[src/rtl/fetch_stage.sv]
// Instruction fetch stage: credit-limited request issue, in-order response capture
// into a small {pc, instr} FIFO, and redirect handling that drops stale responses.
module fetch_stage #(
  parameter int              XLEN     = 32,
  parameter logic [XLEN-1:0] RESET_PC = 32'h0000_0000,
  parameter int              DEPTH    = 2
) (
  input  logic            clk,
  input  logic            rst_n,
  input  logic            stall,
  input  logic            redirect_valid,
  input  logic [XLEN-1:0] redirect_pc,
  output logic            imem_req_valid,
  input  logic            imem_req_ready,
  output logic [XLEN-1:0] imem_req_addr,
  input  logic            imem_resp_valid,
  input  logic [31:0]     imem_resp_data,
  output logic [XLEN-1:0] pc_out,
  output logic [31:0]     instr_out,
  output logic            valid_out
);

  localparam int CW = $clog2(DEPTH + 1);
  localparam int PW = (DEPTH > 1) ? $clog2(DEPTH) : 1;

  typedef enum logic [0:0] {
    ST_IDLE = 1'b0,
    ST_RUN  = 1'b1
  } state_t;

  state_t          r_state;
  logic [XLEN-1:0] r_req_pc;
  logic [XLEN-1:0] r_resp_pc;
  logic [CW-1:0]   r_outstanding;
  logic [CW-1:0]   r_discard;
  logic [CW-1:0]   r_fifo_cnt;
  logic [PW-1:0]   r_rd_ptr;
  logic [PW-1:0]   r_wr_ptr;
  logic [XLEN-1:0] r_fifo_pc    [DEPTH];
  logic [31:0]     r_fifo_instr [DEPTH];

  logic [CW:0]     w_inflight;
  logic            w_req_fire;
  logic            w_empty;
  logic            w_pop;
  logic            w_push;
  logic [XLEN-1:0] w_target_pc;
  logic [CW-1:0]   w_out_less_resp;
  logic            w_unused_bits;

  function automatic logic [PW-1:0] ptr_inc(input logic [PW-1:0] p);
    if (p == PW'(DEPTH - 1)) begin
      return {PW{1'b0}};
    end else begin
      return p + PW'(1);
    end
  endfunction

  // Credits cover both requests still in memory and entries waiting in the FIFO.
  assign w_inflight     = {1'b0, r_outstanding} + {1'b0, r_fifo_cnt};
  assign imem_req_valid = (r_state == ST_RUN) && !redirect_valid && (w_inflight < (CW + 1)'(DEPTH));
  assign imem_req_addr  = r_req_pc;
  assign w_req_fire     = imem_req_valid && imem_req_ready;

  assign w_empty   = (r_fifo_cnt == CW'(0));
  assign valid_out = !w_empty && !redirect_valid;
  assign pc_out    = w_empty ? {XLEN{1'b0}} : r_fifo_pc[r_rd_ptr];
  assign instr_out = w_empty ? 32'h0000_0000 : r_fifo_instr[r_rd_ptr];
  assign w_pop     = valid_out && !stall;
  assign w_push    = imem_resp_valid && (r_discard == CW'(0));

  assign w_target_pc     = {redirect_pc[XLEN-1:2], 2'b00};
  assign w_out_less_resp = (imem_resp_valid && (r_outstanding != CW'(0))) ?
                           (r_outstanding - CW'(1)) : r_outstanding;
  assign w_unused_bits   = &{1'b0, redirect_pc[1:0]};

  // Control state: FSM, PCs, credit/discard counters and FIFO pointers.
  always_ff @(posedge clk or negedge rst_n) begin
    if (!rst_n) begin
      r_state       <= ST_IDLE;
      r_req_pc      <= {RESET_PC[XLEN-1:2], 2'b00};
      r_resp_pc     <= {RESET_PC[XLEN-1:2], 2'b00};
      r_outstanding <= CW'(0);
      r_discard     <= CW'(0);
      r_fifo_cnt    <= CW'(0);
      r_rd_ptr      <= PW'(0);
      r_wr_ptr      <= PW'(0);
    end else begin
      r_state <= ST_RUN;
      if (redirect_valid) begin
        // Everything still in memory belongs to the abandoned path.
        r_req_pc      <= w_target_pc;
        r_resp_pc     <= w_target_pc;
        r_outstanding <= w_out_less_resp;
        r_discard     <= w_out_less_resp;
        r_fifo_cnt    <= CW'(0);
        r_rd_ptr      <= PW'(0);
        r_wr_ptr      <= PW'(0);
      end else begin
        if (w_req_fire) begin
          r_req_pc <= r_req_pc + XLEN'(4);
        end else begin
          r_req_pc <= r_req_pc;
        end
        r_outstanding <= r_outstanding + CW'(w_req_fire) - CW'(imem_resp_valid);
        if (imem_resp_valid && !w_push) begin
          r_discard <= r_discard - CW'(1);
        end else begin
          r_discard <= r_discard;
        end
        if (w_push) begin
          r_resp_pc <= r_resp_pc + XLEN'(4);
          r_wr_ptr  <= ptr_inc(r_wr_ptr);
        end else begin
          r_resp_pc <= r_resp_pc;
          r_wr_ptr  <= r_wr_ptr;
        end
        if (w_pop) begin
          r_rd_ptr <= ptr_inc(r_rd_ptr);
        end else begin
          r_rd_ptr <= r_rd_ptr;
        end
        r_fifo_cnt <= r_fifo_cnt + CW'(w_push) - CW'(w_pop);
      end
    end
  end

  // FIFO storage; a write into the slot being popped is safe since the read is combinational.
  always_ff @(posedge clk or negedge rst_n) begin
    if (!rst_n) begin
      for (int i = 0; i < DEPTH; i++) begin
        r_fifo_pc[i]    <= {XLEN{1'b0}};
        r_fifo_instr[i] <= 32'h0000_0000;
      end
    end else if (w_push && !redirect_valid) begin
      r_fifo_pc[r_wr_ptr]    <= r_resp_pc;
      r_fifo_instr[r_wr_ptr] <= imem_resp_data;
    end else begin
      r_fifo_pc[r_wr_ptr]    <= r_fifo_pc[r_wr_ptr];
      r_fifo_instr[r_wr_ptr] <= r_fifo_instr[r_wr_ptr];
    end
  end

endmodule

[config.mk]
export PLATFORM = sky130hd
export DESIGN_NAME = fetch_stage
export DESIGN_NICKNAME = d
export VERILOG_FILES = /design/src/rtl/fetch_stage.sv
export SDC_FILE = /design/constraint.sdc
export NUM_CORES = 1
export LEC_CHECK = 0
export BUFFER_PORTS_ARGS = -buffer_cell sky130_fd_sc_hd__buf_2
export CAP_MARGIN = 20
export CORE_ASPECT_RATIO = 1.4
export CORE_MARGIN = 5
export CORE_UTILIZATION = 28
export CTS_BUF_LIST = sky130_fd_sc_hd__clkbuf_8
export CTS_CLUSTER_DIAMETER = 150
export CTS_CLUSTER_SIZE = 12
export DETAILED_ROUTE_END_ITERATION = 8
export SLEW_MARGIN = 25
export SYNTH_ARGS = -nofsm -noshare
export SYNTH_HDL_FRONTEND = slang
export SYNTH_SLANG_ARGS = --single-unit
[constraint.sdc]
create_clock -name clk -period 4.4 [get_ports clk]
set_clock_uncertainty 0.1 [all_clocks]
set_input_delay 0.44 -clock clk [delete_from_list [all_inputs] [get_ports clk]]
set_output_delay 0.44 -clock clk [all_outputs]
set_load 0.005 [all_outputs]
==> results of run 1 <==
## cells in the mapped netlist (2+ instances only)
cell      count
mux2_2      135
buf_1         5
o21ai_0      34
a21oi_1       5
o211ai_1     12
buf_6         2
nand3_1      32
buf_4         2
dfrtp_1     197
o311ai_1      2
nor3_1        5
nor2b_1       3
nor2_1       91
xor2_1       21
and4_1        5
clkbuf_1     11
o21ai_1       2
inv_1        16
and2_1        6
or2_2         3
o311ai_0      7
conb_1        2
clkbuf_8      2
mux2i_1      69
and3_1       10
nand2_1      47
nor4_1        2
nor4_4        3
nand4_1      25
nand2b_1      3
xnor2_1      23
or3_1         5
buf_2        21
ha_1          8
## worst paths after layout
check	to	start	cells after the start
worst min-delay path	r_fifo_instr[3]$_DFFE_PN0P_	imem_resp_data[3]	2
worst min register to register	r_fifo_pc[4]$_DFFE_PN0P_	r_fifo_pc[4]$_DFFE_PN0P_	2
min in group asynchronous	r_fifo_instr[2]$_DFFE_PN0P_	rst_n	2
worst max-delay path	r_outstanding[1]$_DFF_PN0_	r_outstanding[0]$_DFF_PN0_	11
worst max register to register	r_outstanding[1]$_DFF_PN0_	r_outstanding[0]$_DFF_PN0_	11
max in group asynchronous	r_fifo_pc[61]$_DFFE_PN0N_	rst_n	4
## cell families after synthesis
| logic type | Yosys count |
|---|---|
| adders and majority gates | 9 |
| xor gates and xnor gates | 44 |
| muxes | 204 |
| DFF | 197 |
| AOI/OAI and AO/OA | 66 |
| other | 2 |
| buffers and inverters | 59 |
| and+or+nand+nor | 247 |
## per-layer routing
layer  GRT usage  wire length (um)  vias to the layer above
met3      0.0305              1060                       22
met1       0.162             10600                     3411
met5           0                 0                        -
li1            -                 -                     3216
met2       0.220             12100                      152
met4      0.0371               369                        0
## critical path: cells and delay by family (launching register included)
kind	cells	cell delay, ns
DFF	1	0.42
AOI/OAI and AO/OA	1	0.08
buffers and inverters	2	0.29
xor gates and xnor gates	2	0.29
and+or+nand+nor	3	0.84
adders and majority gates	3	1.04
## state kept, by name (all words and copies together) (netlist names)
name and count:
r_resp_pc 30, r_wr_ptr 1, r_outstanding 2, r_rd_ptr 1, r_discard 2, r_fifo_pc 64
imem_req_addr 30, r_fifo_cnt 2, r_fifo_instr 64, r_state 1
## cell type report
type                            count  area share
Timing Repair Buffer              176      0.0853
Sequential cell                   197       0.434
Multi-Input combinational cell    573       0.388
Antenna cell                        1    0.000220
Inverter                           16     0.00528
Tap cell                          451      0.0496
Clock buffer                       18      0.0218
Clock inverter                     13      0.0160
## per-stage QoR
| step | worst slack [ns] | area (um^2) | std cells | utilization | hold WS [ns] |
|---|---|---|---|---|---|
| 6_report | 1.23 | 11400 | 1445 | 0.334 | 0.0936 |
| 5_1_grt | 1.03 | 11400 | 1445 | 0.334 | 0.0504 |
| 4_1_cts | 1.24 | 11300 | 1443 | 0.333 | 0.0373 |
| 3_5_place_dp | 1.25 | 10900 | 1411 | 0.320 | 0.370 |
| 3_3_place_gp | 1.22 | 10900 | 1411 | 0.320 | 0.362 |
| 2_1_floorplan | 1.41 | 9620 | 829 | - | 0.0444 |
## power groups by stage
stage	Sequential [W]	Clock, W	Combinational [W]
after floorplan	0.00275	0	0.00146
after global placement	0.00290	0	0.00197
after detailed placement	0.00293	0	0.00201
final	0.00288	0.00128	0.00196
after global routing	0.00298	0.00140	0.00221
after CTS	0.00289	0.00134	0.00202
==> results.json, run 1 <==
{
  "worst_path_max_delay_cell": "fa_1",
  "numPortBuffers": 163,
  "first_iter_violations": 234,
  "slew_violations": 0,
  "p_sw_w": 0.00200,
  "die_area_um2": 38200,
  "holdBufCountCts": 1,
  "register_area_um2": 4930,
  "clkTransAtPathRegs_ns": 0.11,
  "die_w_um": 167,
  "crit_required_ns": 4.66,
  "grt_overflow": 0,
  "synth_mux_area_frac": 0.230,
  "p_seq_frac": 0.471,
  "slew-limit-headroom": 0.369,
  "critPathLaunchType": "flop",
  "rsz0062_at_grt": "false",
  "crit_fanout": 17,
  "cts_buffer_depth": 2,
  "die_height_um": 229,
  "synth_adder_area_share": 0.0125,
  "grt_max_degree": 110,
  "p_int_w": 0.00413,
  "num_rows": 80,
  "outcome": "complete, no violations",
  "initial_utilization": 0.283,
  "hold_class": "input pin to flop",
  "fin_crit_sh": 0.719,
  "ys_ff_latch": 197,
  "ant_nets": 0,
  "core-area_um2": 34000,
  "powerDensity_nw_per_um2": 539,
  "vias": 6801,
  "ys_types": 46,
  "worst_ir_drop_vdd_mv": 0.184,
  "max_cap_violations": 0,
  "numCtsBuffers": 17,
  "cts_resized": 0,
  "yosysTopAreaCellShare": 0.513,
  "firstDrtPassIters": 4,
  "tritoncts": "yes",
  "final-hold-violation-count": 0,
  "worst_slew_pin_slew_ns": 0.946,
  "num_io_pins": 168,
  "drive_gt1_frac": 0.353,
  "synthesis.area_um2": 9610,
  "fmax_ghz": 0.316,
  "crit_type": "flop to flop",
  "min_period_ns": 3.17,
  "synthTopCellsByArea": "dfrtp_1 51%, mux2_2 16%, mux2i_1 7.2%, nor2_1 3.6%, xnor2_1 2.1%",
  "tns_ns": 0,
  "remaining_drc_errors": 0,
  "power_frac_comb": 0.320,
  "setup_viol": 0,
  "synthXorXnorAreaFrac": 0.0401,
  "final_cell_mix": "196 x dfrtp_1, 162 x buf_2, 135 x mux2_2",
  "wl_um": 24200,
  "gp_congestion": 0.798,
  "r2r_setup_slack_ns": 1.23,
  "crit_chain": "and2_1 > fa_1 > nor4b_4 > and2_1 > inv_1 > ha_1 > inv_1 > ha_1 > xnor2_1 > xnor2_1 > o21ai_0",
  "synthCells": 828,
  "synthFlopType": "dfrtp_1",
  "synth_compound_area_frac": 0.0420,
  "leakagePower_nw": 5.10,
  "synthSimpleGateAreaFrac": 0.132,
  "synth_top_family_by_area": "multiplexers",
  "synth_edf_count": 0,
  "p_sw_frac": 0.327,
  "antenna_found_initial": 1,
  "fill_cells": 3531,
  "synth_warnings": 0,
  "grt_pass1_vias": 7019,
  "ys_seq_area_frac": 0.513,
  "clock-sinks": 197,
  "synth_area_leader_cell": "dfrtp_1",
  "max_stage_delay_ns": 0.48,
  "finish.net_count": 1060,
  "worst-endpoint-arrival_ns": 3.43,
  "clkLatencyLatePin_ns": 0.49,
  "cts-htree-levels": 4,
  "syn_to_final_growth_pct": 18.3,
  "final_common_cell": "dfrtp_1",
  "vias_per_cell": 4.71,
  "dp_hpwl_um": 16800,
  "power_w": 0.00613,
  "cts_setup_buffers": 0,
  "cts_root_buf": "clkbuf_8",
  "grt_pass1_wl_um": 39300,
  "synth.avg_cell_area_um2": 11.6,
  "multi_input_area_um2": 4410,
  "power_frac_clock": 0.209,
  "grt_usage": 0.129,
  "critPathCaptureType": "flop",
  "async_flop_share": 1.00,
  "routedWlPerCell_um": 16.7
}
Power figures use the tool's default switching activity.
==> run 2, diff against run 1 <==
clock period = 3.05 ns   (was 4.4 ns; I/O delays follow)
==> run 2 against run 1 <==
Effect of this change: cell count increased by 4.5%; utilization increased by 1.9 points; global-route usage up 0.57 points; first-iteration DRC count is 26% higher; critical path type unchanged; largest power group unchanged.
==> results.json, run 2 (same netlist as run 1, synthesis figures left out) <==
{
  "power_frac_clock": 0.191,
  "critPathCaptureType": "flop",
  "power_frac_comb": 0.338,
  "critPathLaunchType": "flop",
  "worst_path_max_delay_cell": "fa_1",
  "worst-endpoint-arrival_ns": 2.98,
  "grt_overflow": 0,
  "max_stage_delay_ns": 0.48,
  "final_cell_mix": "196 x dfrtp_1, 162 x buf_2, 135 x mux2_2",
  "cts_root_buf": "clkbuf_8",
  "crit_required_ns": 3.31,
  "hold_path_depth": 3,
  "ant_nets": 0,
  "firstDrtPassIters": 4,
  "gp_congestion": 0.783,
  "grt_usage": 0.134,
  "hold_class": "input pin to flop",
  "clock-sinks": 197,
  "crit_chain": "and2_1 > fa_1 > nor4b_4 > and2_1 > inv_1 > ha_1 > inv_1 > ha_1 > xnor2_1 > xnor2_1 > o21ai_0",
  "final_common_cell": "dfrtp_1",
  "numPortBuffers": 163,
  "core-area_um2": 34000,
  "vias_per_cell": 4.69,
  "final-hold-violation-count": 0,
  "worst_ir_drop_vdd_mv": 0.312,
  "reg.largest.list": "r_fifo_instr (64), r_fifo_pc (64)",
  "die_area_um2": 38200,
  "grt_pass1_wl_um": 41000,
  "numCtsBuffers": 17,
  "rsz0062_at_grt": "false",
  "fill_cells": 3416,
  "p_int_w": 0.00583,
  "num_rows": 80,
  "first_iter_violations": 295,
  "powerDensity_nw_per_um2": 736,
  "hp-start": "redirect_pc[6]",
  "clkLatencyLatePin_ns": 0.51,
  "reg2reg_from": "r_fifo_cnt[0]$_DFF_PN0_",
  "num_io_pins": 168,
  "p_sw_frac": 0.340,
  "die_w_um": 167,
  "routedWlPerCell_um": 16.6,
  "cts_buffer_depth": 2,
  "remaining_drc_errors": 0,
  "antenna_found_initial": 1,
  "vias": 7075,
  "place_inst": 1416,
  "startpoint": "r_fifo_cnt[0]$_DFF_PN0_",
  "cts-htree-levels": 4,
  "crit_type": "flop to flop",
  "p_seq_frac": 0.471,
  "die_height_um": 229,
  "wl_um": 25000,
  "finish.net_count": 1124,
  "outcome": "complete, no violations",
  "setup_viol": 0,
  "min_period_ns": 2.72,
  "holdWs_ns": 0.0709,
  "syn_to_final_growth_pct": 25.0,
  "dp_hpwl_um": 17500,
  "grt_pass1_vias": 7466,
  "drive_gt1_frac": 0.338,
  "worst_slew_pin_slew_ns": 0.749,
  "tns_ns": 0,
  "fmax_ghz": 0.367,
  "slew_violations": 0,
  "crit_fanout": 3,
  "clkTransAtPathRegs_ns": 0.12,
  "reg2regPathDepth": 11,
  "leakagePower_nw": 5.37,
  "fin_crit_sh": 0.893,
  "final_cells": 1510,
  "tritoncts": "yes",
  "p_sw_w": 0.00301,
  "max_cap_violations": 0,
  "slew-limit-headroom": 0.501,
  "initial_utilization": 0.283,
  "grt_max_degree": 72,
  "cts_resized": 0
}
## run 2: final timing paths
check	endpoint	slack [ns]
max in group asynchronous	r_fifo_instr[54]$_DFFE_PN0N_	1.71
worst max register to register	r_outstanding[1]$_DFF_PN0_	0.33
min in group asynchronous	r_fifo_instr[33]$_DFFE_PN0N_	0.28
worst max-delay path	r_outstanding[1]$_DFF_PN0_	0.33
worst min-delay path	imem_req_addr[6]$_DFFE_PN0P_	0.07
worst min register to register	r_fifo_pc[22]$_DFFE_PN0P_	0.39
## run 2: layer usage
metal,up-vias,track usage,part of all wire
met2,147,0.222,0.49
met1,3541,0.172,0.45
met3,41,0.0233,0.032
met4,0,0.0622,0.032
li1,3346,-,-
met5,-,0,0
## run 2: worst max-delay path, delay by kind of cell, from the launching register on
kind / cells / cell delay, ns
adders and majority gates: 3 / 0.92
and+or+nand+nor: 3 / 0.63
DFF: 1 / 0.45
xor gates and xnor gates: 2 / 0.29
buffers and inverters: 2 / 0.10
AOI/OAI and AO/OA: 1 / 0.08
## run 2: power groups by stage
stage	Combinational (W)	Clock, W	Sequential [W]
global route	0.00338	0.00186	0.00428
global placement	0.00294	0	0.00417
floorplan	0.00210	0	0.00396
detailed placement	0.00300	0	0.00422
finish	0.00299	0.00169	0.00416
CTS	0.00307	0.00178	0.00416
## run 2: cell type report
type,instances,area (um^2),share of cell area
clock buffers,18,248,0.0206
repair buffers,240,1660,0.138
flip-flops and latches,197,4930,0.411
clock inverters,14,140,0.0117
diodes,1,2.50,0.000208
well taps,451,564,0.0470
inverters,16,60.1,0.00500
multi-input cells,573,4410,0.367
## run 2: timing repair
action | in CTS | in global routing
buffers inserted | 0 | 0
hold endpoints to repair | 184 | 0
hold buffers | 61 | 0
## run 2: through the flow
| stage | cell area [um^2] | worst slack [ns] | power, W | utilization |
|---|---|---|---|---|
| global placement | 11000 | 0.354 | 0.00711 | 0.324 |
| CTS | 12000 | 0.301 | 0.00902 | 0.353 |
| global route | 12000 | 0.101 | 0.00952 | 0.353 |
| finish | 12000 | 0.327 | 0.00884 | 0.353 |
| detailed placement | 11000 | 0.335 | 0.00722 | 0.324 |
| floorplan | 9620 | 0.0551 | 0.00606 | - |
